File: config.mk
export PLATFORM = sky130hd
export DESIGN_NAME = alu_issue
export DESIGN_NICKNAME = d
export VERILOG_FILES = /design/src/rtl/alu_pkg.sv /design/src/rtl/alu_decode.sv /design/src/rtl/alu_issue.sv
export SDC_FILE = /design/constraint.sdc
export NUM_CORES = 1
export LEC_CHECK = 0
export CAP_MARGIN = 20
export CORE_ASPECT_RATIO = 0.6
export CORE_UTILIZATION = 35
export CTS_CLUSTER_DIAMETER = 60
export DETAILED_ROUTE_END_ITERATION = 7
export PLACE_DENSITY = 0.75
export SLEW_MARGIN = 20
export SYNTH_ARGS = -nofsm -noshare
export SYNTH_HDL_FRONTEND = slang
export SYNTH_SLANG_ARGS = --single-unit
File: constraint.sdc
create_clock -name clk -period 5.5 [get_ports clk]
set_clock_uncertainty 0.15 [all_clocks]
set_input_delay 1.1 -clock clk [delete_from_list [all_inputs] [get_ports clk]]
set_output_delay 1.1 -clock clk [all_outputs]
set_load 0.01 [all_outputs]
File: src/rtl/alu_pkg.sv
// Shared constants for the RV32I integer ALU and its issue front end.
// Holds ALU select codes, major opcodes, funct3/funct7 values and a funct3-to-select helper.
// Purely declarative: no latency, no flow control.
package alu_pkg;

    localparam int WIDTH_DATA = 32;

    typedef enum logic [3:0] {
        ALU_NOP   = 4'b0000,
        ALU_ADD   = 4'b0001,
        ALU_SUB   = 4'b0010,
        ALU_SLL   = 4'b0011,
        ALU_SLT   = 4'b0100,
        ALU_SLTU  = 4'b0101,
        ALU_SRL   = 4'b0110,
        ALU_SRA   = 4'b0111,
        ALU_XOR   = 4'b1000,
        ALU_OR    = 4'b1001,
        ALU_AND   = 4'b1010,
        ALU_LUI   = 4'b1011,
        ALU_AUIPC = 4'b1100
    } alu_sel_e;

    localparam logic [6:0] OPC_OP     = 7'b0110011;
    localparam logic [6:0] OPC_OP_IMM = 7'b0010011;
    localparam logic [6:0] OPC_LUI    = 7'b0110111;
    localparam logic [6:0] OPC_AUIPC  = 7'b0010111;

    localparam logic [2:0] F3_ADD_SUB = 3'b000;
    localparam logic [2:0] F3_SLL     = 3'b001;
    localparam logic [2:0] F3_SLT     = 3'b010;
    localparam logic [2:0] F3_SLTU    = 3'b011;
    localparam logic [2:0] F3_XOR     = 3'b100;
    localparam logic [2:0] F3_SRL_SRA = 3'b101;
    localparam logic [2:0] F3_OR      = 3'b110;
    localparam logic [2:0] F3_AND     = 3'b111;

    localparam logic [6:0] F7_BASE = 7'b0000000;
    localparam logic [6:0] F7_ALT  = 7'b0100000;

    // Base-encoding operation for a funct3 (funct7 = 0000000 form).
    function automatic alu_sel_e f3_base_sel(input logic [2:0] f3);
        alu_sel_e sel;
        case (f3)
            F3_ADD_SUB: sel = ALU_ADD;
            F3_SLL:     sel = ALU_SLL;
            F3_SLT:     sel = ALU_SLT;
            F3_SLTU:    sel = ALU_SLTU;
            F3_XOR:     sel = ALU_XOR;
            F3_SRL_SRA: sel = ALU_SRL;
            F3_OR:      sel = ALU_OR;
            default:    sel = ALU_AND;
        endcase
        return sel;
    endfunction

endpackage

File: src/rtl/alu_decode.sv
// Combinational decode of OP / OP-IMM / LUI / AUIPC into ALU select, operands, rd and illegal flag.
// Ports: instr_i, pc_i, rs1_i, rs2_i in; sel_o, data1_o, data2_o, rd_o, illegal_o out. Latency 0.
// No flow control; the caller registers the outputs.
module alu_decode
    import alu_pkg::*;
(
    input  logic [31:0] instr_i,
    input  logic [31:0] pc_i,
    input  logic [31:0] rs1_i,
    input  logic [31:0] rs2_i,
    output alu_sel_e    sel_o,
    output logic [31:0] data1_o,
    output logic [31:0] data2_o,
    output logic [4:0]  rd_o,
    output logic        illegal_o
);

    logic [6:0]  opcode;
    logic [2:0]  funct3;
    logic [6:0]  funct7;
    logic [31:0] imm_i;
    logic [31:0] imm_u;
    logic [31:0] shamt;

    assign opcode = instr_i[6:0];
    assign funct3 = instr_i[14:12];
    assign funct7 = instr_i[31:25];
    assign imm_i  = {{20{instr_i[31]}}, instr_i[31:20]};
    assign imm_u  = {instr_i[31:12], 12'b0};
    assign shamt  = {27'b0, instr_i[24:20]};
    // rd is passed through for every opcode, illegal ones included.
    assign rd_o   = instr_i[11:7];

    alu_sel_e    sel;
    logic [31:0] d1;
    logic [31:0] d2;
    logic        ill;

    always_comb begin
        sel = ALU_NOP;
        d1  = '0;
        d2  = '0;
        ill = 1'b0;
        case (opcode)
            OPC_OP: begin
                d1 = rs1_i;
                d2 = rs2_i;
                if (funct7 == F7_BASE)
                    sel = f3_base_sel(funct3);
                else if (funct7 == F7_ALT && funct3 == F3_ADD_SUB)
                    sel = ALU_SUB;
                else if (funct7 == F7_ALT && funct3 == F3_SRL_SRA)
                    sel = ALU_SRA;
                else
                    ill = 1'b1;
            end
            OPC_OP_IMM: begin
                d1 = rs1_i;
                d2 = imm_i;
                if (funct3 == F3_SLL) begin
                    d2 = shamt;
                    if (funct7 == F7_BASE) sel = ALU_SLL;
                    else                   ill = 1'b1;
                end else if (funct3 == F3_SRL_SRA) begin
                    d2 = shamt;
                    if (funct7 == F7_BASE)     sel = ALU_SRL;
                    else if (funct7 == F7_ALT) sel = ALU_SRA;
                    else                       ill = 1'b1;
                end else begin
                    // Upper immediate bits are operand, not funct7, here.
                    sel = f3_base_sel(funct3);
                end
            end
            OPC_LUI: begin
                d2  = imm_u;
                sel = ALU_LUI;
            end
            OPC_AUIPC: begin
                d1  = pc_i;
                d2  = imm_u;
                sel = ALU_AUIPC;
            end
            default: ill = 1'b1;
        endcase
        // Unsupported encodings present a quiet NOP to the ALU.
        if (ill) begin
            sel = ALU_NOP;
            d1  = '0;
            d2  = '0;
        end
    end

    assign sel_o     = sel;
    assign data1_o   = d1;
    assign data2_o   = d2;
    assign illegal_o = ill;

endmodule

File: src/rtl/alu_issue.sv
// Issue/execute front end: decode into issue register s1 (drives the external ALU), capture ALU output in result register s2.
// Ports: in_* valid/ready input side, alu_* to/from the combinational ALU, res_* valid/ready result side. Latency 2 cycles.
// Full backpressure: in_ready is combinational from res_ready; accept and drain may coincide in both stages.
module alu_issue
    import alu_pkg::*;
#(
    parameter int WIDTH_DATA = 32
) (
    input  logic                  clk,
    input  logic                  rst,
    input  logic                  in_valid,
    output logic                  in_ready,
    input  logic [31:0]           in_instr,
    input  logic [31:0]           in_pc,
    input  logic [WIDTH_DATA-1:0] in_rs1_data,
    input  logic [WIDTH_DATA-1:0] in_rs2_data,
    output logic [WIDTH_DATA-1:0] alu_data1,
    output logic [WIDTH_DATA-1:0] alu_data2,
    output logic [3:0]            alu_select,
    input  logic [WIDTH_DATA-1:0] alu_result,
    input  logic                  alu_zero,
    output logic                  res_valid,
    input  logic                  res_ready,
    output logic [WIDTH_DATA-1:0] res_data,
    output logic                  res_zero,
    output logic [4:0]            res_rd,
    output logic                  res_illegal
);

    alu_sel_e    dec_sel;
    logic [31:0] dec_data1;
    logic [31:0] dec_data2;
    logic [4:0]  dec_rd;
    logic        dec_illegal;

    alu_decode u_decode (
        .instr_i   (in_instr),
        .pc_i      (in_pc),
        .rs1_i     (in_rs1_data),
        .rs2_i     (in_rs2_data),
        .sel_o     (dec_sel),
        .data1_o   (dec_data1),
        .data2_o   (dec_data2),
        .rd_o      (dec_rd),
        .illegal_o (dec_illegal)
    );

    // Stage 1: issue register
    logic        s1_vld_q, s1_vld_d;
    logic [3:0]  s1_sel_q, s1_sel_d;
    logic [31:0] s1_data1_q, s1_data1_d;
    logic [31:0] s1_data2_q, s1_data2_d;
    logic [4:0]  s1_rd_q, s1_rd_d;
    logic        s1_ill_q, s1_ill_d;

    // Stage 2: result register
    logic        s2_vld_q, s2_vld_d;
    logic [31:0] s2_data_q, s2_data_d;
    logic        s2_zero_q, s2_zero_d;
    logic [4:0]  s2_rd_q, s2_rd_d;
    logic        s2_ill_q, s2_ill_d;

    logic s2_adv;
    logic s1_adv;

    assign s2_adv   = !s2_vld_q || res_ready;
    assign s1_adv   = !s1_vld_q || s2_adv;
    assign in_ready = s1_adv;

    always_comb begin
        s1_vld_d   = s1_vld_q;
        s1_sel_d   = s1_sel_q;
        s1_data1_d = s1_data1_q;
        s1_data2_d = s1_data2_q;
        s1_rd_d    = s1_rd_q;
        s1_ill_d   = s1_ill_q;
        if (s1_adv) begin
            s1_vld_d = in_valid;
            // Payload only loads on a real accept; bubbles leave the ALU inputs quiet.
            if (in_valid) begin
                s1_sel_d   = dec_sel;
                s1_data1_d = dec_data1;
                s1_data2_d = dec_data2;
                s1_rd_d    = dec_rd;
                s1_ill_d   = dec_illegal;
            end
        end
    end

    always_comb begin
        s2_vld_d  = s2_vld_q;
        s2_data_d = s2_data_q;
        s2_zero_d = s2_zero_q;
        s2_rd_d   = s2_rd_q;
        s2_ill_d  = s2_ill_q;
        if (s2_adv) begin
            s2_vld_d = s1_vld_q;
            if (s1_vld_q) begin
                // Illegal entries report a clean zero result regardless of the ALU.
                s2_data_d = s1_ill_q ? '0 : alu_result;
                s2_zero_d = s1_ill_q | alu_zero;
                s2_rd_d   = s1_rd_q;
                s2_ill_d  = s1_ill_q;
            end
        end
    end

    always_ff @(posedge clk or posedge rst) begin
        if (rst) begin
            s1_vld_q   <= 1'b0;
            s1_sel_q   <= '0;
            s1_data1_q <= '0;
            s1_data2_q <= '0;
            s1_rd_q    <= '0;
            s1_ill_q   <= 1'b0;
            s2_vld_q   <= 1'b0;
            s2_data_q  <= '0;
            s2_zero_q  <= 1'b0;
            s2_rd_q    <= '0;
            s2_ill_q   <= 1'b0;
        end else begin
            s1_vld_q   <= s1_vld_d;
            s1_sel_q   <= s1_sel_d;
            s1_data1_q <= s1_data1_d;
            s1_data2_q <= s1_data2_d;
            s1_rd_q    <= s1_rd_d;
            s1_ill_q   <= s1_ill_d;
            s2_vld_q   <= s2_vld_d;
            s2_data_q  <= s2_data_d;
            s2_zero_q  <= s2_zero_d;
            s2_rd_q    <= s2_rd_d;
            s2_ill_q   <= s2_ill_d;
        end
    end

    assign alu_select  = s1_sel_q;
    assign alu_data1   = s1_data1_q;
    assign alu_data2   = s1_data2_q;
    assign res_valid   = s2_vld_q;
    assign res_data    = s2_data_q;
    assign res_zero    = s2_zero_q;
    assign res_rd      = s2_rd_q;
    assign res_illegal = s2_ill_q;

endmodule

==> reports/qor.csv <==
metric,value,unit
initial antenna violation count,0,
Mapped Cells,568,
post-cts sizing count,0,
Worst Reg-to-Reg Cells,5,
most frequent cells in the layout,"clkdlybuf4s50_1 (272), dfrtp_1 (115), nand2_1 (85), o21ai_0 (74)",
Max Slew Vio Count,0,
Syn. warnings,0,
core area,15400,um^2
# DRC,0,
syn avg cell area,9.73,um^2
fin nets,986,
Clock Sinks,115,
slew of the pin with the lowest slew margin,1.01,ns
Reg2Reg Setup Slack,2.77,ns
Post-synth EDFFs,0,
Critical Path AT,3.89,ns
slew margin rel.,0.324,
pin count of the biggest net entering global routing,73,
GRT met2 Usage,0.342,
initial drt markers,216,
vias in the first global route,5156,
initial cell density of the core,0.359,
CP Launch Type,input port,
reg2reg end,alu_data1[29],
# H-tree levels,4,
count of inserted antenna diode cells,0,
Hold Path Origin,alu_data1[23],
mapped cell area,5530,um^2
WL/cell,16.9,um
critical register-to-register path startpoint,s1_vld_q,
Mapped Nets,733,
Tmin final,3.74,ns
Inserted Clock Buffers,17,
post-DP HPWL,12700,um
WL final,17500,um
DR pass1 iterations,4,
Async SR Flop Fraction,1.00,
WP data required,5.64,ns
TNS Setup,0,ns
critical path peak fanout,36,
Peak Freq,267,MHz
Tcrit/Tclk final,0.680,
Clock Tree Buf Depth,2,
I/O pin count,274,
Die Ht,99.3,um
ANT nets after route,0,
"Cell Count, Final, Fillers Out",1037,
TritonCTS clock tree,yes,
fraction of layout cells with a size suffix above 1,0.103,
GRT overflow,0,
"Setup Fix Bufs, Post-CTS",0,
clock-pin transition on the worst setup and hold timing paths,0.05,ns
root buf cell,clkbuf_16,
Pwr Density,257,nW/um^2
GR Util met3,0.0726,
Hold WC Path Type,flip-flop to flip-flop,
synth unique cells,42,
type of the worst setup path,input port to flip-flop,
Final Hold Viols,0,
number of cell rows,35,
register area share after synthesis,0.521,
GR peak layer,met2,
Routability Congestion,0.861,
max-cap violations,0,
CP Launch Point,in_instr[5],
GRT Resource Usage Total,0.218,
Die X,164,um
"commonest non-fill, non-tap cell in the layout",clkdlybuf4s50_1,
maximum vdd ir drop,0.000162,V
vias post-DR,5126,
global-route wire length before repair,27400,um
Inst Count DP,1005,
"Hold-fix buffers, CTS",0,
unrepaired setup endpoints after global routing,no,
area grow syn2layout,62.1,%
Worst Setup EP,alu_data1[29],
vias per cell,4.94,
leak pwr,3.68,nW
#FFs+latches synth,115,
final setup vio count,0,
area of the die,16300,um^2
ys flop type,dfrtp_1,
critical path capture point type,flip-flop,
latest clock arrival within the worst-skew pair,0.40,ns
status,"finished, final reports clean",
IO Port Bufs,273,
GR Util met1,0.283,
Yosys cell counts, drive strengths merged (2+ instances only):
cell | number | share of area
o21ai | 104 | 0.11
nand2 | 88 | 0.060
clkbuf | 37 | 0.025
mux2i | 6 | 0.011
nand2b | 37 | 0.042
a21oi | 38 | 0.034
inv | 4 | 0.0027
nor2 | 9 | 0.0061
a22oi | 27 | 0.037
a22o | 21 | 0.033
mux2 | 11 | 0.022
nor2b | 40 | 0.045
dfrtp | 115 | 0.52
and2 | 2 | 0.0027
buf | 9 | 0.014
per-stage QoR:
stage / utilization / instance area (um^2) / hold slack [ns] / total power (W) / setup slack, ns
finish: 0.583 / 8960 / 0.322 / 0.00230 / 1.76
global route: 0.583 / 8960 / 0.343 / 0.00239 / 1.51
CTS: 0.582 / 8950 / 0.327 / 0.00233 / 1.82
detailed placement: 0.544 / 8360 / 0.315 / 0.00123 / 1.41
global placement: 0.544 / 8360 / 0.311 / 0.00122 / 1.52
floorplan: - / 5530 / 0.307 / 0.00103 / 1.21
power breakdown:
| group | internal (W) | leakage [nW] | switching (W) | total, W |
|---|---|---|---|---|
| Clock | 0.000684 | 0.287 | 0.000407 | 0.00109 |
| Combinational | 0.000184 | 1.83 | 0.000143 | 0.000327 |
| Sequential | 0.000871 | 1.56 | 0.0000139 | 0.000885 |
kinds of logic after synthesis:
logic type,Yosys count,share of synthesized area
AND/OR/NAND/NOR,183,0.169
multiplexers,17,0.0333
XOR/XNOR,1,0.00159
AO/OA/AOI/OAI,202,0.234
buffers and inverters,50,0.0417
flip-flops,115,0.521
metal layers:
metal  wire [um]  vias to the layer above
met4         315                        0
li1            -                     2489
met1        7610                     2398
met2        7830                      219
met5           0                        -
met3        1760                       20
registers in the layout (all words and copies together), names as in the netlist:
signal / count
s1_vld_q: 1
alu_data2: 32
res_zero: 1
s1_rd_q: 5
s1_ill_q: 1
alu_data1: 32
res_illegal: 1
alu_select: 4
res_rd: 5
res_valid: 1
res_data: 32
critical path, cell delays in order:
cell and delay, ns:
clkdlybuf4s50_1 0.94, nor2b_2 0.41, o211a_1 0.17, a211oi_2 0.27, nand2_2 0.60, o21ai_0 0.37
layout make-up:
cell class | instances | area, um^2
timing repair buffer | 280 | 2780
tap | 203 | 254
multi-input combinational | 403 | 2440
inverter | 4 | 17.5
clock buffer | 18 | 439
clock inverter | 14 | 151
fill | 1393 | 6410
sequential | 115 | 2880
worst min-delay path by stage:
stage	end	slack (ns)	cells after the start
after floorplan	res_valid	0.31	1
after detailed placement	alu_data1[13]	0.32	2
after global placement	alu_data1[9]	0.31	2
after CTS	alu_data1[13]	0.33	2
final	alu_data1[23]	0.32	2
after global routing	alu_data1[12]	0.34	2
(Power assumes the default switching activity.)
